<file path="src/rtl/alpha_mem_arb_pkg.sv">
// alpha_mem_arb_pkg: packet layout, request types/sizes and source tags shared by the arbiter
package alpha_mem_arb_pkg;
  typedef enum logic [1:0] {PKT_TYPE_FETCH = 2'd0, PKT_TYPE_LOAD = 2'd1, PKT_TYPE_STORE = 2'd2} pkt_type_e;
  typedef enum logic [2:0] {REQ_SZ_BYTE = 3'd0, REQ_SZ_HALF = 3'd1, REQ_SZ_WORD = 3'd2, REQ_SZ_DWORD = 3'd3, REQ_SZ_LINE = 3'd4} pkt_size_e;
  typedef struct packed {
    logic vld;
    logic last;
    pkt_size_e size;
    pkt_type_e typ;
    logic [31:0] addr;
    logic [63:0] data;
  } pkt_t;
  typedef struct packed {
    logic src;
    logic is_line;
  } src_ent_t;
  localparam int PKT_BITS = $bits(pkt_t);
  localparam logic MEM_SRC_I = 1'b0;
  localparam logic MEM_SRC_D = 1'b1;
endpackage

</file>
<file path="src/rtl/alpha_mem_arb_if.sv">
// alpha_mem_arb_if: client request/response ports and MIU packet bus of the arbiter
interface alpha_mem_arb_if;
  import alpha_mem_arb_pkg::*;
  logic i_req_vld;
  logic [31:0] i_req_addr;
  logic i_req_ack;
  logic i_resp_vld;
  logic [127:0] i_resp_data;
  logic d_req_vld;
  logic [31:0] d_req_addr;
  pkt_type_e d_req_type;
  pkt_size_e d_req_size;
  logic [63:0] d_req_wdata;
  logic d_req_ack;
  logic d_resp_vld;
  logic [127:0] d_resp_data;
  pkt_t cpu_req_pkt_xx;
  logic cpu_req_ack_xx;
  pkt_t cpu_resp_pkt_xx;
  logic err_orphan;
  modport slave (
    input i_req_vld, i_req_addr, d_req_vld, d_req_addr, d_req_type, d_req_size, d_req_wdata,
    input cpu_req_ack_xx, cpu_resp_pkt_xx,
    output i_req_ack, i_resp_vld, i_resp_data, d_req_ack, d_resp_vld, d_resp_data,
    output cpu_req_pkt_xx, err_orphan
  );
  modport master (
    output i_req_vld, i_req_addr, d_req_vld, d_req_addr, d_req_type, d_req_size, d_req_wdata,
    output cpu_req_ack_xx, cpu_resp_pkt_xx,
    input i_req_ack, i_resp_vld, i_resp_data, d_req_ack, d_resp_vld, d_resp_data,
    input cpu_req_pkt_xx, err_orphan
  );
endinterface

</file>
<file path="src/rtl/alpha_src_fifo.sv">
// alpha_src_fifo: in-order {src, is_line} tracker for outstanding MIU transactions
module alpha_src_fifo #(
  parameter int DEPTH = 4
) (
  input  logic       clk,
  input  logic       reset,
  input  logic       push,
  input  logic       pop,
  input  logic [1:0] wdata,
  output logic [1:0] rdata,
  output logic       full,
  output logic       empty
);
  localparam int AW = $clog2(DEPTH);
  logic [AW-1:0] wr_q, wr_d, rd_q, rd_d;
  logic [AW:0] cnt_q, cnt_d;
  logic [1:0] mem_q [DEPTH];
  always_comb begin
    wr_d = push ? wr_q + AW'(1) : wr_q;
    rd_d = pop ? rd_q + AW'(1) : rd_q;
    cnt_d = cnt_q + (AW+1)'(push) - (AW+1)'(pop);
  end
  always_ff @(posedge clk or negedge reset)
    if (!reset) begin
      wr_q <= '0;
      rd_q <= '0;
      cnt_q <= '0;
    end else begin
      wr_q <= wr_d;
      rd_q <= rd_d;
      cnt_q <= cnt_d;
    end
  always_ff @(posedge clk)
    if (push) mem_q[wr_q] <= wdata;
  assign rdata = mem_q[rd_q];
  assign full = cnt_q == (AW+1)'(DEPTH);
  assign empty = cnt_q == '0;
endmodule

</file>
<file path="src/rtl/alpha_mem_arb.sv">
// alpha_mem_arb: round-robin I/D request arbiter into one MIU slot with in-order response routing
module alpha_mem_arb
  import alpha_mem_arb_pkg::*;
#(
  parameter int SRC_DEPTH = 4
) (
  input logic clk,
  input logic reset,
  alpha_mem_arb_if.slave bus
);
  pkt_t slot_q, slot_d, d_pkt, i_pkt;
  logic pref_i_q, pref_i_d, err_q, err_d, i_rv_q, i_rv_d, d_rv_q, d_rv_d;
  logic [63:0] low_q, low_d;
  logic [127:0] i_rd_q, i_rd_d, d_rd_q, d_rd_d, resp_data;
  logic full, empty, fin, can, gnt_i, gnt_d;
  src_ent_t head, push_ent;
  alpha_src_fifo #(.DEPTH(SRC_DEPTH)) u_fifo (
    .clk(clk), .reset(reset), .push(gnt_i | gnt_d), .pop(fin),
    .wdata(push_ent), .rdata(head), .full(full), .empty(empty)
  );
  always_comb begin
    fin = bus.cpu_resp_pkt_xx.vld && !empty && (!head.is_line || bus.cpu_resp_pkt_xx.last);
    // reset gating keeps the combinational acks at 0 while reset is held
    can = reset && (!slot_q.vld || bus.cpu_req_ack_xx) && (!full || fin);
    gnt_d = can && bus.d_req_vld && (!pref_i_q || !bus.i_req_vld);
    gnt_i = can && bus.i_req_vld && !gnt_d;
    pref_i_d = gnt_d ? 1'b1 : gnt_i ? 1'b0 : pref_i_q;
    push_ent.src = gnt_d ? MEM_SRC_D : MEM_SRC_I;
    push_ent.is_line = gnt_i || bus.d_req_size == REQ_SZ_LINE;
    d_pkt = '{vld: 1'b1, last: 1'b0, size: bus.d_req_size, typ: bus.d_req_type, addr: bus.d_req_addr, data: bus.d_req_wdata};
    i_pkt = '{vld: 1'b1, last: 1'b0, size: REQ_SZ_LINE, typ: PKT_TYPE_FETCH, addr: bus.i_req_addr, data: 64'd0};
    slot_d = slot_q;
    slot_d.vld = slot_q.vld && !bus.cpu_req_ack_xx;
    slot_d = gnt_d ? d_pkt : gnt_i ? i_pkt : slot_d;
    low_d = (bus.cpu_resp_pkt_xx.vld && !empty && head.is_line && !bus.cpu_resp_pkt_xx.last) ? bus.cpu_resp_pkt_xx.data : low_q;
    err_d = err_q || (bus.cpu_resp_pkt_xx.vld && empty);
    resp_data = head.is_line ? {bus.cpu_resp_pkt_xx.data, low_q} : {64'd0, bus.cpu_resp_pkt_xx.data};
    i_rv_d = fin && head.src == MEM_SRC_I;
    d_rv_d = fin && head.src == MEM_SRC_D;
    i_rd_d = i_rv_d ? resp_data : i_rd_q;
    d_rd_d = d_rv_d ? resp_data : d_rd_q;
  end
  always_ff @(posedge clk or negedge reset)
    if (!reset) begin
      slot_q <= '0;
      pref_i_q <= 1'b0;
      err_q <= 1'b0;
      low_q <= '0;
      i_rv_q <= 1'b0;
      d_rv_q <= 1'b0;
      i_rd_q <= '0;
      d_rd_q <= '0;
    end else begin
      slot_q <= slot_d;
      pref_i_q <= pref_i_d;
      err_q <= err_d;
      low_q <= low_d;
      i_rv_q <= i_rv_d;
      d_rv_q <= d_rv_d;
      i_rd_q <= i_rd_d;
      d_rd_q <= d_rd_d;
    end
  assign bus.i_req_ack = gnt_i;
  assign bus.d_req_ack = gnt_d;
  assign bus.cpu_req_pkt_xx = slot_q;
  assign bus.i_resp_vld = i_rv_q;
  assign bus.d_resp_vld = d_rv_q;
  assign bus.i_resp_data = i_rd_q;
  assign bus.d_resp_data = d_rd_q;
  assign bus.err_orphan = err_q;
endmodule

</file>
<file path="src/flat_wrapper.sv">
// flat-port wrapper written by rule: the top's interface ports become plain ports
module alpha_mem_arb_flat import alpha_mem_arb_pkg::*;
#(
  parameter int SRC_DEPTH = 4
)
  (clk, reset, bus_i_req_vld, bus_i_req_addr, bus_d_req_vld, bus_d_req_addr, bus_d_req_type, bus_d_req_size, bus_d_req_wdata, bus_cpu_req_ack_xx, bus_cpu_resp_pkt_xx, bus_i_req_ack, bus_i_resp_vld, bus_i_resp_data, bus_d_req_ack, bus_d_resp_vld, bus_d_resp_data, bus_cpu_req_pkt_xx, bus_err_orphan);
  alpha_mem_arb_if bus_i ();
  input logic clk;
  input logic reset;
  input wire logic [$bits(bus_i.i_req_vld)-1:0] bus_i_req_vld;
  input wire logic [$bits(bus_i.i_req_addr)-1:0] bus_i_req_addr;
  input wire logic [$bits(bus_i.d_req_vld)-1:0] bus_d_req_vld;
  input wire logic [$bits(bus_i.d_req_addr)-1:0] bus_d_req_addr;
  input wire logic [$bits(bus_i.d_req_type)-1:0] bus_d_req_type;
  input wire logic [$bits(bus_i.d_req_size)-1:0] bus_d_req_size;
  input wire logic [$bits(bus_i.d_req_wdata)-1:0] bus_d_req_wdata;
  input wire logic [$bits(bus_i.cpu_req_ack_xx)-1:0] bus_cpu_req_ack_xx;
  input wire logic [$bits(bus_i.cpu_resp_pkt_xx)-1:0] bus_cpu_resp_pkt_xx;
  output wire logic [$bits(bus_i.i_req_ack)-1:0] bus_i_req_ack;
  output wire logic [$bits(bus_i.i_resp_vld)-1:0] bus_i_resp_vld;
  output wire logic [$bits(bus_i.i_resp_data)-1:0] bus_i_resp_data;
  output wire logic [$bits(bus_i.d_req_ack)-1:0] bus_d_req_ack;
  output wire logic [$bits(bus_i.d_resp_vld)-1:0] bus_d_resp_vld;
  output wire logic [$bits(bus_i.d_resp_data)-1:0] bus_d_resp_data;
  output wire logic [$bits(bus_i.cpu_req_pkt_xx)-1:0] bus_cpu_req_pkt_xx;
  output wire logic [$bits(bus_i.err_orphan)-1:0] bus_err_orphan;
  assign bus_i.i_req_vld = bus_i_req_vld;
  assign bus_i.i_req_addr = bus_i_req_addr;
  assign bus_i.d_req_vld = bus_d_req_vld;
  assign bus_i.d_req_addr = bus_d_req_addr;
  assign bus_i.d_req_type = bus_d_req_type;
  assign bus_i.d_req_size = bus_d_req_size;
  assign bus_i.d_req_wdata = bus_d_req_wdata;
  assign bus_i.cpu_req_ack_xx = bus_cpu_req_ack_xx;
  assign bus_i.cpu_resp_pkt_xx = bus_cpu_resp_pkt_xx;
  assign bus_i_req_ack = bus_i.i_req_ack;
  assign bus_i_resp_vld = bus_i.i_resp_vld;
  assign bus_i_resp_data = bus_i.i_resp_data;
  assign bus_d_req_ack = bus_i.d_req_ack;
  assign bus_d_resp_vld = bus_i.d_resp_vld;
  assign bus_d_resp_data = bus_i.d_resp_data;
  assign bus_cpu_req_pkt_xx = bus_i.cpu_req_pkt_xx;
  assign bus_err_orphan = bus_i.err_orphan;
  alpha_mem_arb #(.SRC_DEPTH(SRC_DEPTH)) u_core (.clk(clk), .reset(reset), .bus(bus_i));
endmodule
</file>
<file path="config.mk">
export PLATFORM = sky130hd
export DESIGN_NAME = alpha_mem_arb_flat
export DESIGN_NICKNAME = d
export VERILOG_FILES = /design/src/rtl/alpha_mem_arb_pkg.sv /design/src/rtl/alpha_mem_arb_if.sv /design/src/rtl/alpha_src_fifo.sv /design/src/rtl/alpha_mem_arb.sv /design/src/flat_wrapper.sv
export SDC_FILE = /design/constraint.sdc
export NUM_CORES = 1
export LEC_CHECK = 0
export CORE_AREA = 2 2 238 240
export CTS_CLUSTER_SIZE = 30
export DETAILED_ROUTE_END_ITERATION = 7
export DIE_AREA = 0 0 240 242
export PLACE_DENSITY = 0.75
export SLEW_MARGIN = 40
export SYNTH_ARGS = -nofsm -noshare
export SYNTH_HDL_FRONTEND = slang
export SYNTH_SLANG_ARGS = --single-unit
</file>
<file path="constraint.sdc">
create_clock -name clk -period 2.6 [get_ports clk]
set_clock_uncertainty 0.1 [all_clocks]
set_input_delay 0.52 -clock clk [delete_from_list [all_inputs] [get_ports clk]]
set_output_delay 0.52 -clock clk [all_outputs]
set_load 0.005 [all_outputs]
</file>
==> summary.md, run 1 <==
| Metric | Value |
|---|---|
| Failing checks | `negative setup slack` |
| P&R area growth vs syn | `45.8%` |
| First-pass GRT wire length | `78100 µm` |
| TritonCTS clock tree | `built` |
| CP max FO | `3` |
| Max_slew headroom | `55.4%` |
| Min Hold Slack | `365 ps` |
| Fmax | `363 MHz` |
| Final hold vios | `0` |
| Detailed placement HPWL | `36700 µm` |
| Die X | `240 µm` |
| DR vias/cell | `4.69` |
| Post-synth top cells | `433 x dfrtp_1, 256 x mux2_2, 110 x mux2_4` |
| Crit-path slowest cell | `dfrtp_1` |
| Final Cycle Share | `106%` |
| CTS Buf Count | `47` |
| Post-synthesis cell area | `18400 µm²` |
| Mux cell area share after synthesis | `26.1%` |
| Avg Inst Size Synth | `15.8 µm²` |
| Synth top area share | `58.8%` |
| Xor/xnor share of the synthesized area | `0.237%` |
| Root Driver | `clkbuf_16` |
| Crit path buffers/inverters | `3` |
| Synth Register Bits | `441` |
| Die Ht | `242 µm` |
| Count leader, synth | `dfrtp_1` |
| Htree depth | `2` |
| Area fraction in compound gates after synthesis | `6.74%` |
| Cell Chain, Critical Path | `mux2_4 > a221o_2 > clkinv_4 > buf_4 > o211a_4 > buf_6` |
| Max VDD drop | `0.000491 V` |
| Die ar. | `58100 µm²` |
| Vias in the first global route | `13200` |
| Primary FF master, synth | `dfrtp_1` |
| Pin count of the biggest net entering global routing | `148` |
| Total wire length | `51100 µm` |
| CP endpoint kind | `primary output` |
| Max_cap viols | `0` |
| Setup crit start kind | `register` |
| Fraction of registers with async set/reset | `98.2%` |
| PwrDens | `1220 nW/µm²` |
| DRC viols | `0` |
| Final setup fails | `3` |
| Initial Utilization | `33.1%` |
| Netlist cell types | `39` |
| Io pins | `605` |
| RSZ-0062 raised after global routing | `yes` |
| Share of cells above drive strength 1 | `28.9%` |
| Initial DRC Count | `427` |
| Min-Delay Path Class | `register to register` |
| Power after layout | `32.9 mW` |
| Utilization after layout | `48.2%` |
| Area leader, netlist | `dfrtp_1` |
| Largest family of logic cells by synthesized area | `multiplexers` |
| Synth warn | `0` |
| Worst EP arrival | `2130 ps` |
| Final min period | `2750 ps` |
| Syn Nets | `1414` |
| Routability cong. | `0.809` |
| Worst path max stage delay | `420 ps` |
| Gr ovfl total | `0` |
| Clk sinks | `441` |
| Slew Viols, Final | `0` |
| DRT antenna net count | `0` |
| # rows | `87` |
| Number of I/O port buffers | `566` |
| Final #Nets | `2018` |
| Post-synthesis simple-gate area fraction | `2.67%` |
| Post-synth EDFFs | `8` |
| Reg clk slew, reported paths | `60 ps` |
| Setup slack after layout | `-153 ps` |
| First-pass detailed-route iteration total | `6` |
| Core area | `55700 µm²` |
| Critical path type | `register to primary output` |
| WL per Instance | `20.0 µm` |
| Clock Latency Late Sink | `560 ps` |
| Top Family by Delay on Critical Path | `compound AO/OA/AOI/OAI gates` |
| Clock tree buffer depth | `3` |
| Mapped Cells | `1166` |
| Lkg Pwr | `11.8 nW` |
| Initial antenna violation count | `2` |
| Required time of the critical path | `1980 ps` |
| Dominant cells by area after synthesis | `dfrtp_1 59%, mux2_2 16%, mux2_4 9.0%` |
| Worst slew pin tran | `664 ps` |
| Status | `finished, violations left` |
| Sequential-to-total area share from yosys stat | `60.1%` |
| DR vias | `12000` |
| Post-Synth Adder-Cell Area | `0.516%` |
| Total GRT Usage | `17.2%` |
[cell type report]
type / count / area [µm²]
fillers: 4841 / 28900
flip-flops and latches: 441 / 11100
multi-input cells: 629 / 6750
repair buffers: 634 / 6510
clock buffers: 75 / 1480
well taps: 756 / 946
inverters: 17 / 71.3
clock inverters: 4 / 51.3
diodes: 1 / 2.50
[worst paths after layout]
check	to	slack, ps	cells past startpoint	from
max	bus_d_req_ack	-150	6	u_core.u_fifo.rd_q[1]
min	u_core.bus.err_orphan	360	1	u_core.bus.err_orphan
max reg2reg	u_core.u_fifo.cnt_q[2]	-70	11	u_core.u_fifo.rd_q[1]
min reg2reg	u_core.bus.err_orphan	360	1	u_core.bus.err_orphan
max in group asynchronous	u_core.bus.cpu_req_pkt_xx[54]	920	5	reset
min in group asynchronous	u_core.bus.d_resp_data[68]	420	3	reset
[worst register-to-register path, cell delays in order (launching register included)]
cell and delay [ps]:
dfrtp_1 420, mux2_4 320, a221o_2 390, clkinv_4 70
buf_4 120, ha_1 230, inv_2 70, ha_4 130
inv_2 40, fa_2 400, xnor2_2 150, xnor2_1 120
[cells in the final DEF (no fill, tap or decap), types with 19 or more instances in the layout]
| master | Yosys | routed |
|---|---|---|
| a22o_1 | 68 | 68 |
| buf_4 | 7 | 41 |
| mux2_1 | 22 | 22 |
| dfrtp_1 | 433 | 433 |
| mux2_4 | 110 | 112 |
| a22oi_1 | 33 | 33 |
| clkbuf_16 | 0 | 52 |
| and2_1 | 64 | 64 |
| mux2_2 | 256 | 254 |
| o2bb2ai_1 | 32 | 32 |
| buf_12 | 0 | 19 |
| clkdlybuf4s50_1 | 0 | 563 |
[through the flow]
step | setup slack, ps | cell area, µm² | setup TNS [ps] | instances
2_1_floorplan | -87.3 | 18500 | -97.8 | 1166
3_3_place_gp | -351 | 25200 | -29900 | 2471
3_5_place_dp | -352 | 25200 | -40940 | 2471
4_1_cts | -188 | 26800 | -365 | 2552
5_1_grt | -260 | 26900 | -756 | 2557
6_report | -153 | 26900 | -356 | 2557
[what timing repair did]
| action | CTS | global route |
|---|---|---|
| endpoints found under the hold margin | 1 | 0 |
| hold buffers | 1 | 0 |
| endpoints found under the setup margin | 2 | 5 |
| gates cloned | 0 | 1 |
| pin swaps | 3 | 3 |
| gates resized for setup | 11 | 4 |
| setup buffers | 1 | 1 |
[flip-flops by register name (all words and copies together) (netlist names), 2 cells and up]
| signal | flops |
|---|---|
| u_core.u_fifo.wr_q | 2 |
| u_core.bus.d_resp_data | 128 |
| u_core.bus.i_resp_data | 128 |
| u_core.bus.cpu_req_pkt_xx | 102 |
| u_core.u_fifo.rd_q | 2 |
| u_core.u_fifo.cnt_q | 3 |
| u_core.low_q | 64 |
| u_core.u_fifo.mem_q | 8 |
[routing by layer]
layer  global-route usage [%]  up-vias  wire, µm
met4                     7.47        2      2180
met3                     4.38      109      3480
met1                     20.9     6045     20500
met5                        0        -        13
met2                     28.8      425     24900
li1                         -     5414         -
[cells by family (layout without fill, tap and decap cells)]
family	Yosys count	after routing
mux	389	389
flops	441	441
simple gates	82	82
buf+inv	96	730
fa+ha+maj	7	7
other cells	1	2
compound gates	145	145
xor+xnor	5	5
[report_power, final]
group | switching [mW] | internal [mW] | total (mW)
Sequential | 1.71 | 9.89 | 11.6
Clock | 2.67 | 3.96 | 6.63
Combinational | 5.27 | 9.35 | 14.6
(Power assumes the default switching activity.)
==> run 2, diff against run 1 <==
--- a/config.mk
+++ b/config.mk
@@ -9,7 +9,7 @@
 export CTS_CLUSTER_SIZE = 30
 export DETAILED_ROUTE_END_ITERATION = 7
 export DIE_AREA = 0 0 240 242
-export PLACE_DENSITY = 0.75
+export PLACE_DENSITY = 0.68
 export SLEW_MARGIN = 40
 export SYNTH_ARGS = -nofsm -noshare
 export SYNTH_HDL_FRONTEND = slang
==> summary.md, run 2 (same netlist as run 1, synthesis figures left out) <==
| Metric | Value |
|---|---|
| Final min period | `2700 ps (-55.1 ps)` |
| Htree depth | `2 (unchanged)` |
| Die ar. | `58100 µm² (unchanged)` |
| # fillers | `4861 (+0.41%)` |
| CP max FO | `4 (+1)` |
| Initial Utilization | `33.1% (unchanged)` |
| Initial DRC Count | `523 (+22%)` |
| Crit path buffers/inverters | `3 (unchanged)` |
| Pre-CTS WS | `-395 ps (-43.1 ps)` |
| Worst path max stage delay | `420 ps (about the same)` |
| Min-Delay Path Class | `register to register` |
| WL per Instance | `20.4 µm (+2.1%)` |
| Top Family by Delay on Critical Path | `compound AO/OA/AOI/OAI gates` |
| Die Ht | `242 µm (unchanged)` |
| Pin count of the biggest net entering global routing | `145 (-2.0%)` |
| Sequential share of power | `34.6% (-0.7 points)` |
| Required time of the critical path | `1980 ps (about the same)` |
| TritonCTS clock tree | `built` |
| Setup crit start kind | `register` |
| Internal power | `23.7 mW (+2.0%)` |
| Routability cong. | `0.807 (-0.30%)` |
| Fmax | `371 MHz (+2.0%)` |
| Diode count | `0 (-1)` |
| CTS Buf Count | `49 (+4.3%)` |
| Share of cells above drive strength 1 | `29.7% (+0.73 points)` |
| P&R area growth vs syn | `47.0%` |
| First-pass GRT wire length | `80200 µm (+2.7%)` |
| Reg area | `11100 µm² (unchanged)` |
| Min Hold Slack | `356 ps (-8.68 ps)` |
| Die X | `240 µm (unchanged)` |
| Setup tns final | `-259 ps (+97.0 ps)` |
| Total wire length | `52400 µm (+2.6%)` |
| Root Driver | `clkbuf_16` |
| DRC viols | `0 (unchanged)` |
| P_sw | `9.84 mW (+1.9%)` |
| Gate power share | `43.9% (-0.6 points)` |
| Worst slew pin tran | `764 ps (+99.6 ps)` |
| Multi-input logic area | `6760 µm² (+0.11%)` |
| Clock Latency Late Sink | `580 ps (+20 ps)` |
| Lkg Pwr | `11.9 nW (+0.89%)` |
| Total GRT Usage | `17.8% (+0.57 points)` |
| Slew Viols, Final | `0 (unchanged)` |
| Final hold vios | `0 (unchanged)` |
| Number of I/O port buffers | `566 (unchanged)` |
| Vias in the first global route | `13200 (-0.14%)` |
| Crit-path slowest cell | `dfrtp_1` |
| Reg clk slew, reported paths | `60 ps (about the same)` |
| Max_cap viols | `0 (unchanged)` |
| Commonest non-fill, non-tap cell in the layout | `clkdlybuf4s50_1` |
| PwrDens | `1240 nW/µm² (+1.2%)` |
| Commonest cells after routing, fill and taps aside | `563 x clkdlybuf4s50_1, 433 x dfrtp_1, 254 x mux2_2` |
| DR vias/cell | `4.69 (about the same)` |
| Setup slack after layout | `-97.7 ps (+55.1 ps)` |
| Max_slew headroom | `49.1% (-6.3 points)` |
| Clock tree buffer depth | `3 (unchanged)` |
| CP endpoint kind | `primary output` |
| Worst EP arrival | `2080 ps (-50 ps)` |
| RSZ-0062 raised after global routing | `yes` |
| Final setup fails | `3 (unchanged)` |
| Io pins | `605 (unchanged)` |
| First-pass detailed-route iteration total | `4 (-2)` |
| Gr ovfl total | `0 (unchanged)` |
| Sw Share | `29.4% (about the same)` |
| Detailed placement HPWL | `37500 µm (+2.4%)` |
| Max VDD drop | `0.000534 V (+8.6%)` |
| Final Cycle Share | `104% (-2.1 points)` |
| Failing checks | `negative setup slack` |
| Initial antenna violation count | `0 (-2)` |
| Power after layout | `33.5 mW (+2.0%)` |
| Core area | `55700 µm² (unchanged)` |
| DR vias | `12100 (+0.46%)` |
| Clock power frac | `21.6% (+1.4 points)` |
| Final #Nets | `2022 (+0.20%)` |
| DRT antenna net count | `0 (unchanged)` |
| Critical path type | `register to primary output` |
| # rows | `87 (unchanged)` |
| Cell Chain, Critical Path | `mux2_4 > a221o_2 > clkinv_4 > o211ai_1 > inv_1 > buf_2` |
| Status | `finished, violations left` |
| Clk sinks | `441 (unchanged)` |
run 2: cell count changes in the layout (fill, tap and decap cells not counted), sizes merged:
cell / change
bufinv: +3
clkinvlp: +1
buf: +2
diode: -1
clkinv: +7
run 2: worst paths after layout:
path / from / end / slack, ps / cells past startpoint
max: u_core.u_fifo.rd_q[1] / bus_i_req_ack / -100 / 6
min reg2reg: u_core.bus.err_orphan / u_core.bus.err_orphan / 360 / 1
min in group asynchronous: reset / u_core.bus.i_resp_data[112] / 510 / 3
max reg2reg: u_core.u_fifo.rd_q[1] / u_core.u_fifo.cnt_q[2] / -80 / 12
min: u_core.bus.err_orphan / u_core.bus.err_orphan / 360 / 1
max in group asynchronous: reset / u_core.bus.d_resp_data[23] / 740 / 5
run 2: area by class of cell:
class	instances	share of cell area, %
clock buffer	75	5.59
clock inverter	15	0.669
inverter	17	0.263
multi-input combinational	629	24.9
sequential	441	40.9
tap	756	3.49
timing repair buffer	636	24.2
run 2: metrics by stage:
step	instances	utilization, %	cell area (µm²)
final	2569	48.6	27100
after global routing	2569	48.6	27100
after CTS	2562	48.4	27000
after detailed placement	2468	45.3	25200
after global placement	2468	45.3	25200
after floorplan	1166	-	18500
run 2: timing repair:
item / CTS / global route
cloned: 0 / 1
hold endpoints to repair: 20 / 0
endpoints found under the setup margin: 2 / 6
setup buffers: 3 / 4
gates resized for setup: 11 / 4
hold buffers: 1 / 0
pin swaps: 4 / 5
run 2: routing by layer:
layer | vias up | global-route usage (%) | part of all wire [%] | wire length, µm
li1 | 5433 | - | - | -
met1 | 6153 | 22.1 | 42 | 21800
met2 | 377 | 30.1 | 49 | 25900
met3 | 87 | 4.68 | 6.4 | 3340
met4 | 0 | 5.32 | 2.7 | 1400
met5 | - | 0 | 0 | 0
run 2: power by group through the flow:
stage	clock network (mW)	registers [mW]	logic, mW
floorplan	0	11.5	7.21
global placement	0	11.5	14.5
detailed placement	0	11.6	14.8
CTS	7.43	11.6	14.9
global route	7.73	12.0	15.7
finish	7.23	11.6	14.7
